[config.mk]
export PLATFORM = sky130hd
export DESIGN_NAME = fphub_special_classifier
export DESIGN_NICKNAME = d
export VERILOG_FILES = /design/src/rtl/fphub_special_classifier.sv
export SDC_FILE = /design/constraint.sdc
export NUM_CORES = 1
export LEC_CHECK = 0
export CELL_PAD_IN_SITES_DETAIL_PLACEMENT = 1
export CELL_PAD_IN_SITES_GLOBAL_PLACEMENT = 1
export CORE_MARGIN = 1.5
export CORE_UTILIZATION = 40
export CTS_CLUSTER_DIAMETER = 40
export CTS_CLUSTER_SIZE = 40
export DETAILED_ROUTE_END_ITERATION = 10
export DONT_BUFFER_PORTS = 1
export GPL_ROUTABILITY_DRIVEN = 0
export HOLD_SLACK_MARGIN = 0.03
export MAX_ROUTING_LAYER = met4
export PLACE_DENSITY = 0.75
export SLEW_MARGIN = 20
export SYNTH_ARGS = -nofsm -noshare
export SYNTH_HDL_FRONTEND = slang
export SYNTH_SLANG_ARGS = --single-unit
[constraint.sdc]
create_clock -name clk -period 3.1 [get_ports clk]
set_input_delay 0.465 -clock clk [delete_from_list [all_inputs] [get_ports clk]]
set_output_delay 0.465 -clock clk [all_outputs]
set_load 0.01 [all_outputs]
[src/rtl/fphub_special_classifier.sv]
// Operand classification stage ahead of the FPHUB adder special-result logic.
// Codes are computed on the input side and registered with the data through a 2-entry skid buffer.
module fphub_special_classifier #(
  parameter int M            = 23,
  parameter int E            = 8,
  parameter int special_case = 7,
  parameter int CW           = $clog2(special_case)
) (
  input  logic             clk,
  input  logic             rst,
  input  logic             in_valid,
  output logic             in_ready,
  input  logic [E+M:0]     X,
  input  logic [E+M:0]     Y,
  output logic             out_valid,
  input  logic             out_ready,
  output logic [E+M:0]     X_out,
  output logic [E+M:0]     Y_out,
  output logic [CW-1:0]    X_special_case,
  output logic [CW-1:0]    Y_special_case,
  output logic             is_special
);

  localparam int W = E + M + 1;

  localparam logic [CW-1:0] C_NONE  = CW'(0);
  localparam logic [CW-1:0] C_PINF  = CW'(1);
  localparam logic [CW-1:0] C_NINF  = CW'(2);
  localparam logic [CW-1:0] C_PZERO = CW'(3);
  localparam logic [CW-1:0] C_NZERO = CW'(4);
  localparam logic [CW-1:0] C_PONE  = CW'(5);
  localparam logic [CW-1:0] C_NONE1 = CW'(6);

  // Exponent all ones is only INF with an all-ones mantissa; anything else there is a normal value.
  function automatic logic [CW-1:0] classify(input logic [W-1:0] v);
    logic         s;
    logic [E-1:0] e;
    logic [M-1:0] m;
    logic [CW-1:0] c;
    s = v[W-1];
    e = v[W-2:M];
    m = v[M-1:0];
    if ((&e) && (&m))
      c = s ? C_NINF : C_PINF;
    else if (!(|e) && !(|m))
      c = s ? C_NZERO : C_PZERO;
    else if ((e == {1'b1, {(E-1){1'b0}}}) && !(|m))
      c = s ? C_NONE1 : C_PONE;
    else
      c = C_NONE;
    return c;
  endfunction

  logic [CW-1:0] x_code_in, y_code_in;
  assign x_code_in = classify(X);
  assign y_code_in = classify(Y);

  logic          main_valid, skid_valid;
  logic [W-1:0]  main_x, main_y, skid_x, skid_y;
  logic [CW-1:0] main_xc, main_yc, skid_xc, skid_yc;
  logic          accept, pop;

  assign in_ready = !skid_valid & !rst;
  assign accept   = in_valid & in_ready;
  assign pop      = main_valid & out_ready;

  always_ff @(posedge clk) begin
    if (rst) begin
      main_valid <= 1'b0;
      skid_valid <= 1'b0;
      main_x     <= '0;
      main_y     <= '0;
      main_xc    <= '0;
      main_yc    <= '0;
      skid_x     <= '0;
      skid_y     <= '0;
      skid_xc    <= '0;
      skid_yc    <= '0;
    end else begin
      if (!main_valid || pop) begin
        if (skid_valid) begin
          main_valid <= 1'b1;
          main_x     <= skid_x;
          main_y     <= skid_y;
          main_xc    <= skid_xc;
          main_yc    <= skid_yc;
        end else if (accept) begin
          main_valid <= 1'b1;
          main_x     <= X;
          main_y     <= Y;
          main_xc    <= x_code_in;
          main_yc    <= y_code_in;
        end else begin
          main_valid <= 1'b0;
        end
      end
      // Skid only fills when main is occupied and not draining this cycle.
      if (accept && main_valid && !pop) begin
        skid_valid <= 1'b1;
        skid_x     <= X;
        skid_y     <= Y;
        skid_xc    <= x_code_in;
        skid_yc    <= y_code_in;
      end else if (skid_valid && pop) begin
        skid_valid <= 1'b0;
      end
    end
  end

  assign out_valid      = main_valid;
  assign X_out          = main_x;
  assign Y_out          = main_y;
  assign X_special_case = main_xc;
  assign Y_special_case = main_yc;
  assign is_special     = (|main_xc) | (|main_yc);

endmodule

==> run metrics, run 1 <==
NetSw=roughly 1.1 mW; commonest non-fill, non-tap cell in the layout=dfxtp_1; worst vdd ir=approximately 360 µV; clk_lat worst skew=0.42 ns; Hold Path Origin=rst; root buf cell=clkbuf_16; Slew Limit Fails=0; Clk pwr share=between 40% and 50%; final hold violations=0; Crit path required time=approximately 2.6 ns; relative slew slack=between 40% and 50%; Worst path slowest cell=dfxtp_4; DRT iter0 DRCs=~250; IO buf count=0; internal power=between 3 and 4 mW; Sw Ratio=25.24%; Slowest Stage Delay on Critical Path=~0.71 ns; sequential cell area=approximately 2800 µm²; reg-to-reg endpoint=skid_xc[0]; Pwr Density=approximately 640 nW/µm²; final wirelength=between 15 and 20 mm; R2R depth=4; Seq pwr share=between 40 and 50%; status=complete, no violations; crit path buf inv count=1; Setup crit end kind=output port; worst path arrival time=2.10 ns; Post-CTS Setup Inserts=0; cells along the critical path=buf_4 -> nor2_1; # setup viols final=0; layout cell share with drive strength beyond 1=around 7.0%; CTS tree=done; largest net degree at the start of global routing=between 100 and 150; Yosys cell types=31; hold endpoint=X_out[9]; setup_tns=0 ns; worst slew pin tran=~0.88 ns; via/cell ratio=roughly 5.7; Routed Antenna Nets=0; GRT overflow=0; die area=~15000 µm²; GR Util met1=approximately a quarter; Seq/Total Area, Yosys=approximately 48%; FMAX=389.4 MHz; # DRC=0; cell family with most CP delay=flip-flops; first-pass GRT wire length=between 20 and 30 mm; vias in the first global route=roughly 5100; Final Skew=slightly above 0.006 ns; footprint of the multi-input gates=approximately 2800 µm²; Ports=141; Leakage=2.090 nW; via count=4877; Fillers=approximately 1700; All-Layer GR Usage=between 20 and 25%; Syn Area/Cell=~8.6 µm²; FP Rows=44; post-cts sizing count=0; post-synth net total=roughly 760; global route hottest layer=met2; met3 Use GR=7.302%; Yosys warning count=0; Max Cap Viol=0; most frequent cells in the layout=141 x dfxtp_1, 134 x nand2_1, 77 x nor2_1; Hold Buf Count CTS=0; TritonRoute pass-1 iters=4; min Tclk post-route=about 2.6 ns; deepest clock path buffer count=2; r2r setup slk=about 0.91 ns; RSZ-0062 raised after global routing=no; DP Wirelength=11.12 mm; placeable core region=14480 µm²; worst-path fanout max=45; WL/cell=19.04 µm; R2R Path Start=out_valid; Power Total=between 4 and 5 mW; post-synthesis sequential element count=142; clk slew on worst S/H paths=around 0.060 ns; Layout Nets=726; initial antenna violation count=0; final critical-path share of the clock period=just over 80%; Die Span Y=approximately 120 µm; H-tree levels=4; Num CTS Buffers=17; Comb pwr share=under 10%; Diodes inserted=0; Worst Hold Depth=1; Sink Count=between 100 and 150; Post-Syn Area=around 6000 µm²; Die W=about 120 µm; met2 Usage GRT=between 30% and 40%; Mapped Cells=687; worst setup path category=flop to output port; hold crit path type=input pin to flop; Setup crit start kind=flop; area grow syn2layout=10.20%; initial core utilization=40.75%
power by group through the flow:
stage	Clock, mW	Combinational, mW	Sequential, mW
after floorplan	0	0.297	2.06
after global placement	0	0.304	2.09
after detailed placement	0	0.323	2.09
after CTS	1.85	0.325	2.05
after global routing	1.93	0.362	2.06
final	1.81	0.320	2.05
how the worst max path moves through the flow:
| stage | from | cells past startpoint | to | slack (ns) |
|---|---|---|---|---|
| after CTS | skid_valid | 2 | in_ready | 0.50 |
| final | skid_valid | 2 | in_ready | 0.53 |
| after detailed placement | out_ready | 4 | skid_xc[0] | 0.87 |
| after global placement | skid_valid | 2 | in_ready | 0.99 |
| after global routing | skid_valid | 2 | in_ready | 0.41 |
| after floorplan | rst | 4 | in_ready | 1.24 |
cell usage after synthesis, drive strengths merged:
| cell | number | area [µm²] |
|---|---|---|
| nand3b | 2 | 15.01 |
| nand3 | 2 | 10.01 |
| nor2 | 77 | 289.0 |
| o21ai | 1 | 5.000 |
| buf | 17 | 83.83 |
| o41ai | 2 | 32.53 |
| o31a | 2 | 17.52 |
| nor2b | 3 | 18.77 |
| or4 | 2 | 15.01 |
| a21o | 4 | 32.53 |
| nor3b | 2 | 15.01 |
| dfxtp | 142 | 2843 |
| o21bai | 2 | 15.01 |
| nand2b | 2 | 12.51 |
| mux2i | 64 | 640.6 |
| clkbuf | 39 | 146.4 |
| nor4 | 17 | 118.9 |
| a221oi | 2 | 17.52 |
| and4 | 2 | 17.52 |
| nand4 | 18 | 112.6 |
| nand2 | 134 | 503.0 |
| a21oi | 70 | 350.3 |
| or2 | 2 | 12.51 |
| nor3 | 3 | 15.01 |
| o21a | 2 | 15.01 |
| or3 | 3 | 18.77 |
| a211oi | 67 | 503.0 |
| o22ai | 4 | 25.02 |
cell type report:
class | instances | share of cell area (%)
sequential | 142 | 43.78
multi-input combinational | 489 | 43.70
clock buffer | 21 | 7.235
tap | 184 | 3.541
timing repair buffer | 8 | 1.116
clock inverter | 7 | 0.6350
stage by stage:
step / instance area, µm² / setup slack [ns] / hold WS, ns / utilization [%] / instances
floorplan: 5901 / 1.239 / 0.4320 / - / 687
global placement: 5991 / 0.9949 / 0.4335 / 41.38 / 823
detailed placement: 5991 / 0.8713 / 0.4428 / 41.38 / 823
CTS: 6502 / 0.4993 / 0.1055 / 44.91 / 851
global route: 6502 / 0.4131 / 0.1010 / 44.91 / 851
finish: 6502 / 0.5320 / 0.1169 / 44.91 / 851
worst register-to-register path, stage by stage, from the launching register on:
cell and delay (ns):
dfxtp_1 0.46, nand2b_1 0.23, or3_2 0.74, buf_4 0.34
o41ai_2 0.32
cells by family after synthesis:
| kind of cell | count (synthesis) | share of synthesized area [%] |
|---|---|---|
| AO/OA/AOI/OAI | 156 | 17.18 |
| flip-flops | 142 | 48.18 |
| buffers and inverters | 56 | 3.902 |
| multiplexers | 64 | 10.86 |
| AND/OR/NAND/NOR | 269 | 19.89 |
flip-flops by register name (all words and copies together) (netlist names):
register and cells:
X_out 32, Y_special_case 3, skid_xc 3, skid_yc 3, X_special_case 3, out_valid 1, Y_out 32, skid_x 32
skid_valid 1, skid_y 32
routing by layer:
metal	vias up	share of wire (%)
li1	2380	-
met1	2347	42
met2	123	50
met3	27	6.4
met4	0	1.7
met5	-	0
Power figures use the tool's default switching activity.
==> run 2: changes to the inputs <==
PLACE_DENSITY = 0.78   (was 0.75)
clock period = 2.1 ns   (was 3.1 ns; I/O delays follow)
==> run metrics, run 2 (synthesis results as in run 1) <==
Max Cap Viol=0; # DRC=0; area grow syn2layout=15.39%; root buf cell=clkbuf_16; initial core utilization=roughly 40%; relative slew slack=between 60% and 70%; most frequent cells in the layout=141 x dfxtp_1, 134 x nand2_1, 77 x nor2_1; Leakage=approximately 2.2 nW; failing checks=hold timing; Sink Count=142; worst setup path category=flop to flop; worst-path fanout max=13; deepest clock path buffer count=2; final wirelength=about 17 mm; Diodes inserted=0; Pwr Density=between 900 and 1000 nW/µm²; Setup crit end kind=flop; initial antenna violation count=0; worst path arrival time=roughly 2.2 ns; RSZ-0062 raised after global routing=no; hold crit path type=input pin to flop; Ports=141; vias in the first global route=roughly 5300; r2r setup slk=about 0.18 ns; GRT overflow=0; commonest non-fill, non-tap cell in the layout=dfxtp_1; Fillers=approximately 1700; IO buf count=0; worst slew pin tran=between 0.4 and 0.5 ns; Routed Antenna Nets=0; FMAX=about 520 MHz; DRT iter0 DRCs=slightly below 300; All-Layer GR Usage=22.68%; final hold violations=35; worst hold slack=-0.03009 ns; largest net degree at the start of global routing=between 100 and 150; final core utilization=47.03%; Setup crit start kind=flop; H-tree levels=4; Die Span Y=roughly 120 µm; Final Skew=between 0.007 and 0.008 ns; final critical-path share of the clock period=91.32%; TritonRoute pass-1 iters=4; Worst Hold Depth=1; clk slew on worst S/H paths=around 0.060 ns; DP Wirelength=approximately 11 mm; FP Rows=44; worst vdd ir=between 500 and 600 µV; layout cell share with drive strength beyond 1=about 8%; R2R depth=5; placeable core region=approximately 14000 µm²; Crit path required time=2.40 ns; status=finished, violations left; WL/cell=about 20 µm; via count=slightly above 5000; die area=about 15000 µm²; Hold Buf Count CTS=15; first-pass GRT wire length=27.64 mm; Slew Limit Fails=0; # setup viols final=0; min Tclk post-route=1.918 ns; setup_tns=0 ns; clk_lat worst skew=0.42 ns; Layout Nets=~750; Num CTS Buffers=17; Post-CTS Setup Inserts=0; via/cell ratio=between 5 and 6; Die W=~120 µm; CTS tree=done
==> run 2: cell types whose count changed in the layout (fill, tap and decap cells not counted), moves of 2 or more <==
cell,previous run,this run
clkinv_4,0,2
dlygate4sd3_1,0,15
bufinv_16,0,2
buf_12,1,5
clkbuf_8,3,1
clkinvlp_4,2,5
buf_4,7,5
==> run 2: worst paths after layout <==
kind	from	to
setup / recovery	out_valid	Y_out[6]
hold / removal	rst	skid_x[17]
setup reg to reg	out_valid	Y_out[6]
hold reg to reg	skid_x[21]	skid_x[21]
==> run 2: critical path: stages (launching register included) <==
cell	delay [ns]
dfxtp_1	0.37
nand2b_1	0.12
buf_4	0.17
o21a_2	0.42
a211oi_1	0.13
dlygate4sd3_1	0.58
==> run 2: metrics by stage <==
step / power [mW] / hold slack, ns / worst slack, ns / cells / cell area (µm²)
floorplan: 3.474 / 0.4161 / 0.4472 / 687 / 5901
global placement: 3.543 / 0.3972 / 0.2839 / 826 / 6063
detailed placement: 3.572 / 0.3995 / 0.2369 / 826 / 6063
CTS: 6.581 / -0.04502 / 0.09845 / 873 / 6797
global route: 6.787 / -0.05070 / 0.01228 / 874 / 6809
finish: 6.523 / -0.03009 / 0.1824 / 874 / 6809
==> run 2: metal layers <==
layer | vias to the layer above | share of wire [%] | GRT usage (%)
li1 | 2420 | - | -
met1 | 2475 | 40 | 24.44
met2 | 118 | 52 | 39.24
met3 | 20 | 6.5 | 7.689
met4 | 0 | 1.2 | 7.235
met5 | - | 0 | -
==> run 2: repair_timing <==
| action | 4_1_cts | 5_1_grt |
|---|---|---|
| hold endpoints to repair | 136 | 123 |
| gates resized for setup | 0 | 2 |
| setup endpoints to repair | 0 | 5 |
==> run 2: layout make-up <==
| type | instances | area, µm² | area share [%] |
|---|---|---|---|
| clock buffer | 18 | 439.2 | 6.450 |
| timing repair buffer | 26 | 299.0 | 4.392 |
| multi-input combinational | 490 | 2850 | 41.86 |
| sequential | 142 | 2846 | 41.80 |
| tap | 184 | 230.2 | 3.381 |
| clock inverter | 14 | 143.9 | 2.113 |
==> run 2: where the power goes <==
group          internal, mW  switching, mW  leakage (nW)  total (mW)
Clock                  1.78           1.20         0.274        2.97
Sequential             2.85          0.167          1.16        3.01
Combinational         0.246          0.293         0.798       0.539
